## config.mk

```make
export PLATFORM = sky130hd
export DESIGN_NAME = imem_loader
export DESIGN_NICKNAME = d
export VERILOG_FILES = /design/src/rtl/imem_loader.sv
export SDC_FILE = /design/constraint.sdc
export NUM_CORES = 1
export LEC_CHECK = 0
export CELL_PAD_IN_SITES_DETAIL_PLACEMENT = 0
export CELL_PAD_IN_SITES_GLOBAL_PLACEMENT = 1
export CORE_MARGIN = 3
export CORE_UTILIZATION = 44
export CTS_BUF_LIST = sky130_fd_sc_hd__clkbuf_4
export DETAILED_ROUTE_END_ITERATION = 10
export HOLD_SLACK_MARGIN = 0.05
export PLACE_DENSITY_LB_ADDON = 0.1
export SLEW_MARGIN = 15
export SYNTH_ARGS = -nofsm -noshare
export SYNTH_HDL_FRONTEND = slang
export SYNTH_SLANG_ARGS = --single-unit
```

## constraint.sdc

```tcl
create_clock -name i_clk -period 3.8 [get_ports i_clk]
set_clock_uncertainty 0.15 [all_clocks]
set_input_delay 0.57 -clock i_clk [delete_from_list [all_inputs] [get_ports i_clk]]
set_output_delay 0.57 -clock i_clk [all_outputs]
set_load 0.05 [all_outputs]
```

## src/rtl/imem_loader.sv

```systemverilog
// Boot loader: receives a length-prefixed little-endian byte stream and writes it
// word by word into instruction memory, holding the core in reset until the load completes.
module imem_loader #(
   parameter int unsigned DEPTH = 512
) (
   input  logic        i_clk,
   input  logic        i_rst,
   input  logic        i_start,
   input  logic        i_in_valid,
   input  logic [7:0]  i_in_data,
   output logic        o_in_ready,
   output logic        o_mem_we,
   output logic [31:0] o_mem_addr,
   output logic [31:0] o_mem_wdata,
   output logic        o_core_rst,
   output logic        o_busy,
   output logic        o_done,
   output logic        o_err
);

   typedef enum logic [2:0] {
      S_IDLE, S_LEN0, S_LEN1, S_DATA, S_WRITE, S_DONE, S_ERR
   } state_t;

   state_t      r_state;
   logic [15:0] r_len;
   logic [15:0] r_word_idx;
   logic [1:0]  r_byte_idx;
   logic [23:0] r_word;
   logic        r_mem_we;
   logic [31:0] r_mem_addr;
   logic [31:0] r_mem_wdata;
   logic        r_core_rst;
   logic        r_busy;
   logic        r_done;
   logic        r_err;

   logic        w_in_ready;
   logic        w_xfer;
   logic [15:0] w_new_len;
   logic        w_len_too_big;
   logic        w_last_word;

   assign w_in_ready    = (r_state == S_LEN0) || (r_state == S_LEN1) || (r_state == S_DATA);
   assign w_xfer        = i_in_valid && w_in_ready;
   assign w_new_len     = {i_in_data, r_len[7:0]};
   assign w_len_too_big = ({16'd0, w_new_len} > DEPTH);
   // word_idx < len always holds in WRITE, so the increment cannot wrap
   assign w_last_word   = ((r_word_idx + 16'd1) == r_len);

   always_ff @(posedge i_clk) begin
      if (!i_rst) begin
         r_state     <= S_IDLE;
         r_len       <= 16'd0;
         r_word_idx  <= 16'd0;
         r_byte_idx  <= 2'd0;
         r_word      <= 24'd0;
         r_mem_we    <= 1'b0;
         r_mem_addr  <= 32'd0;
         r_mem_wdata <= 32'd0;
         r_core_rst  <= 1'b0;
         r_busy      <= 1'b0;
         r_done      <= 1'b0;
         r_err       <= 1'b0;
      end else begin
         r_mem_we <= 1'b0;
         case (r_state)
            S_IDLE: begin
               if (i_start) begin
                  r_state <= S_LEN0;
                  r_busy  <= 1'b1;
               end
            end
            S_LEN0: begin
               if (w_xfer) begin
                  r_len[7:0] <= i_in_data;
                  r_state    <= S_LEN1;
               end
            end
            S_LEN1: begin
               if (w_xfer) begin
                  r_len[15:8] <= i_in_data;
                  r_word_idx  <= 16'd0;
                  r_byte_idx  <= 2'd0;
                  if (w_new_len == 16'd0) begin
                     r_state    <= S_DONE;
                     r_done     <= 1'b1;
                     r_core_rst <= 1'b1;
                     r_busy     <= 1'b0;
                  end else if (w_len_too_big) begin
                     r_state <= S_ERR;
                     r_err   <= 1'b1;
                     r_busy  <= 1'b0;
                  end else begin
                     r_state <= S_DATA;
                  end
               end
            end
            S_DATA: begin
               if (w_xfer) begin
                  r_byte_idx <= r_byte_idx + 2'd1;
                  case (r_byte_idx)
                     2'd0: r_word[7:0]   <= i_in_data;
                     2'd1: r_word[15:8]  <= i_in_data;
                     2'd2: r_word[23:16] <= i_in_data;
                     default: begin
                        // fourth byte goes straight into the write data register
                        r_state     <= S_WRITE;
                        r_mem_we    <= 1'b1;
                        r_mem_addr  <= {14'd0, r_word_idx, 2'b00};
                        r_mem_wdata <= {i_in_data, r_word};
                     end
                  endcase
               end
            end
            S_WRITE: begin
               r_word_idx <= r_word_idx + 16'd1;
               r_byte_idx <= 2'd0;
               if (w_last_word) begin
                  r_state    <= S_DONE;
                  r_done     <= 1'b1;
                  r_core_rst <= 1'b1;
                  r_busy     <= 1'b0;
               end else begin
                  r_state <= S_DATA;
               end
            end
            S_DONE, S_ERR: begin
               if (i_start) begin
                  r_state    <= S_LEN0;
                  r_done     <= 1'b0;
                  r_err      <= 1'b0;
                  r_core_rst <= 1'b0;
                  r_busy     <= 1'b1;
               end
            end
            default: r_state <= S_IDLE;
         endcase
      end
   end

   assign o_in_ready  = w_in_ready;
   assign o_mem_we    = r_mem_we;
   assign o_mem_addr  = r_mem_addr;
   assign o_mem_wdata = r_mem_wdata;
   assign o_core_rst  = r_core_rst;
   assign o_busy      = r_busy;
   assign o_done      = r_done;
   assign o_err       = r_err;

endmodule

```

==> out/qor.txt <==
Syn Area/Cell: 7.702 sq um
Critical Path RT: 3.08 ns
Die area: 13360 sq um
Final wirelength: 13170 um
Final period util: 0.7558
Synth cell types: 64
Tmin final: 2.872 ns
Clock latency on the worst-skew pair: 0.52 ns
#FFs+latches synth: 113
Placed Cells: 846
Crit path buf inv count: 1
Total Nets Final: 739
Final ANT Viol Nets: 0
Worst Hold Slack: 0.3063 ns
Worst Hold Class: flop to flop
CTS tree: built
Initial core utilization: 0.4569
Share of cells above drive strength 1: 0.06667
Critical path arrival: 2.15 ns
Die H: 115.6 um
Worst vdd ir: 0.0004667 V
WS Path Type: flop to primary output
Asr flop ratio synth: 0
DRT iter0 DRCs: 241
Vias in the first global route: 4253
CP cell instances: nor2_1, nor2_1, clkdlybuf4s50_1
Core area: 11560 sq um
Drt pass-1 iters: 5
Crit path largest cell delay: 0.82 ns
Clock transition at path regs: 0.10 ns
GRT Util Overall: 0.2062
Num rows: 39
Layout Area Growth over Synthesis: 16.17%
Normalized max-slew margin: 0.4874
Power Density: 461.6 nW/um^2
Setup-failing EPs final: 0
Max-slew violation count: 0
Post-synthesis sequential area ratio: 0.4281
Leakage: 2.036 nW
Detailed Place HPWL: 9005 um
Die width: 115.6 um
Via count: 4732
Fmax: 0.3482 GHz
Final hold viol count: 0
CP top delay family: buffers and inverters
Area of the mapped netlist: 5284 sq um
Inserted Clock Buffers: 17
Ys flop type: dfxtp_1
Critical path's most frequent cell: nor2_1
Diode count: 0
Post-DR wirelength/cell: 14.99 um
Initial antenna violation count: 0
Vias per cell: 5.390
Status: finished, final reports clean
CTS resizes: 0
RSZ-0062 raised after global routing: no
Slowest-stage cell, CP: clkdlybuf4s50_1
Post-synth EDFFs: 0
Startpoint types: flop
Core Util, Final: 0.5308
Fin cells: 878
CP endpoint kind: primary output
Clock Sink Count: 113
I/O Buffers: 65
Slew @ Worst Pin: 0.7690 ns
Setup TNS: 0 ns
H-tree levels: 4
Remaining Overflow, GRT: 0
Residual DRC: 0
CP Max Fanout: 11
Clock Tree Buf Depth: 2
Placer congestion estimate: 0.8407
Largest net degree at the start of global routing: 56
# hold bufs at CTS: 0
Post-CTS Setup Inserts: 0
# Max-Cap Violations: 0
Clock root cell: clkbuf_4
Io pins: 82
Synthesized instance count: 686
Warnings from Yosys: 0
First-pass GRT wire length: 21470 um
==> tightest hold or removal path: cells and delay by family (launching register included) <==
kind	cells	cell delay [ns]
flops	1	0.32
simple gates	1	0.05
compound gates	1	0.05
==> path summary, 6_finish.rpt <==
path	start	to	slack (ns)	depth (start not counted)
setup reg to reg	r_word_idx[0]	o_done	0.99	8
hold reg to reg	o_mem_wdata[16]	o_mem_wdata[16]	0.31	2
hold / removal	o_mem_wdata[16]	o_mem_wdata[16]	0.31	2
setup / recovery	r_state[0]	o_in_ready	0.93	3
==> cell usage after synthesis (4+ instances only) <==
master | number | area share
a21oi_1 | 110 | 0.10
and2_1 | 4 | 0.0047
buf_2 | 5 | 0.0047
buf_4 | 21 | 0.030
buf_6 | 6 | 0.013
clkbuf_1 | 35 | 0.025
dfxtp_1 | 113 | 0.43
ha_1 | 5 | 0.012
inv_1 | 7 | 0.0050
mux2i_1 | 4 | 0.0076
nand2_1 | 188 | 0.13
nand3_1 | 37 | 0.035
nor2_1 | 31 | 0.022
nor3_1 | 17 | 0.016
o21ai_0 | 12 | 0.011
xnor2_1 | 11 | 0.018
xor2_1 | 9 | 0.015
==> cells by family after synthesis <==
kind of cell,count (synthesis),synth area share
mux,4,0.007578
buf+inv,78,0.08217
compound gates,155,0.1719
flops,113,0.4281
other cells,1,0.0007097
fa+ha+maj,6,0.01373
xor+xnor,20,0.03315
simple gates,309,0.2626
==> where the power goes <==
part | internal [mW] | leakage [nW] | switching [mW]
combinational | 0.201 | 0.979 | 0.404
clock | 0.450 | 0.146 | 0.479
sequential | 1.23 | 0.911 | 0.0690
==> layout by cell type, fill, tap and decap left out, drive strengths merged, types with 4 or more instances in the layout <==
cell,count
and2,4
dfxtp,113
nor3,18
clkbuf,17
nor2,31
inv,9
clkdlybuf4s50,65
conb,16
nand3,38
nand4,5
clkinv,7
xor2,9
buf,7
xnor2,11
nor4,4
clkinvlp,4
o21ai,12
mux2i,4
ha,5
nand2,188
a21oi,110
==> per-stage QoR <==
| step | setup slack [ns] | cell area, sq um | power (mW) |
|---|---|---|---|
| 2_1_floorplan | 1.403 | 5340 | 1.792 |
| 3_3_place_gp | 0.8259 | 5843 | 1.921 |
| 3_5_place_dp | 0.8054 | 5843 | 1.924 |
| 4_1_cts | 0.8763 | 6138 | 2.857 |
| 5_1_grt | 0.7338 | 6138 | 2.994 |
| 6_report | 0.9278 | 6138 | 2.834 |
==> sequential cells by signal, indices dropped and copies added, names as in the netlist <==
signal       flops
o_mem_addr      16
o_done           1
o_err            1
o_mem_wdata     32
r_word_idx      16
r_len           16
r_state          3
o_busy           1
o_mem_we         1
r_word          24
r_byte_idx       2
==> metal layers <==
layer	global-route usage	vias up	routed length, um
li1	-	2377	-
met1	0.2915	2188	6502
met2	0.3021	153	5789
met3	0.05640	14	707
met4	0.07433	0	165
met5	0	-	0
==> area by class of cell <==
cell class,count,area [sq um]
flip-flops and latches,113,2262
clock buffers,17,127.6
repair buffers,72,728.2
inverters,8,30.03
clock inverters,15,167.7
multi-input cells,510,2644
fillers,1135,5426
well taps,143,178.9
No activity file was read; power rests on OpenSTA's default activity.
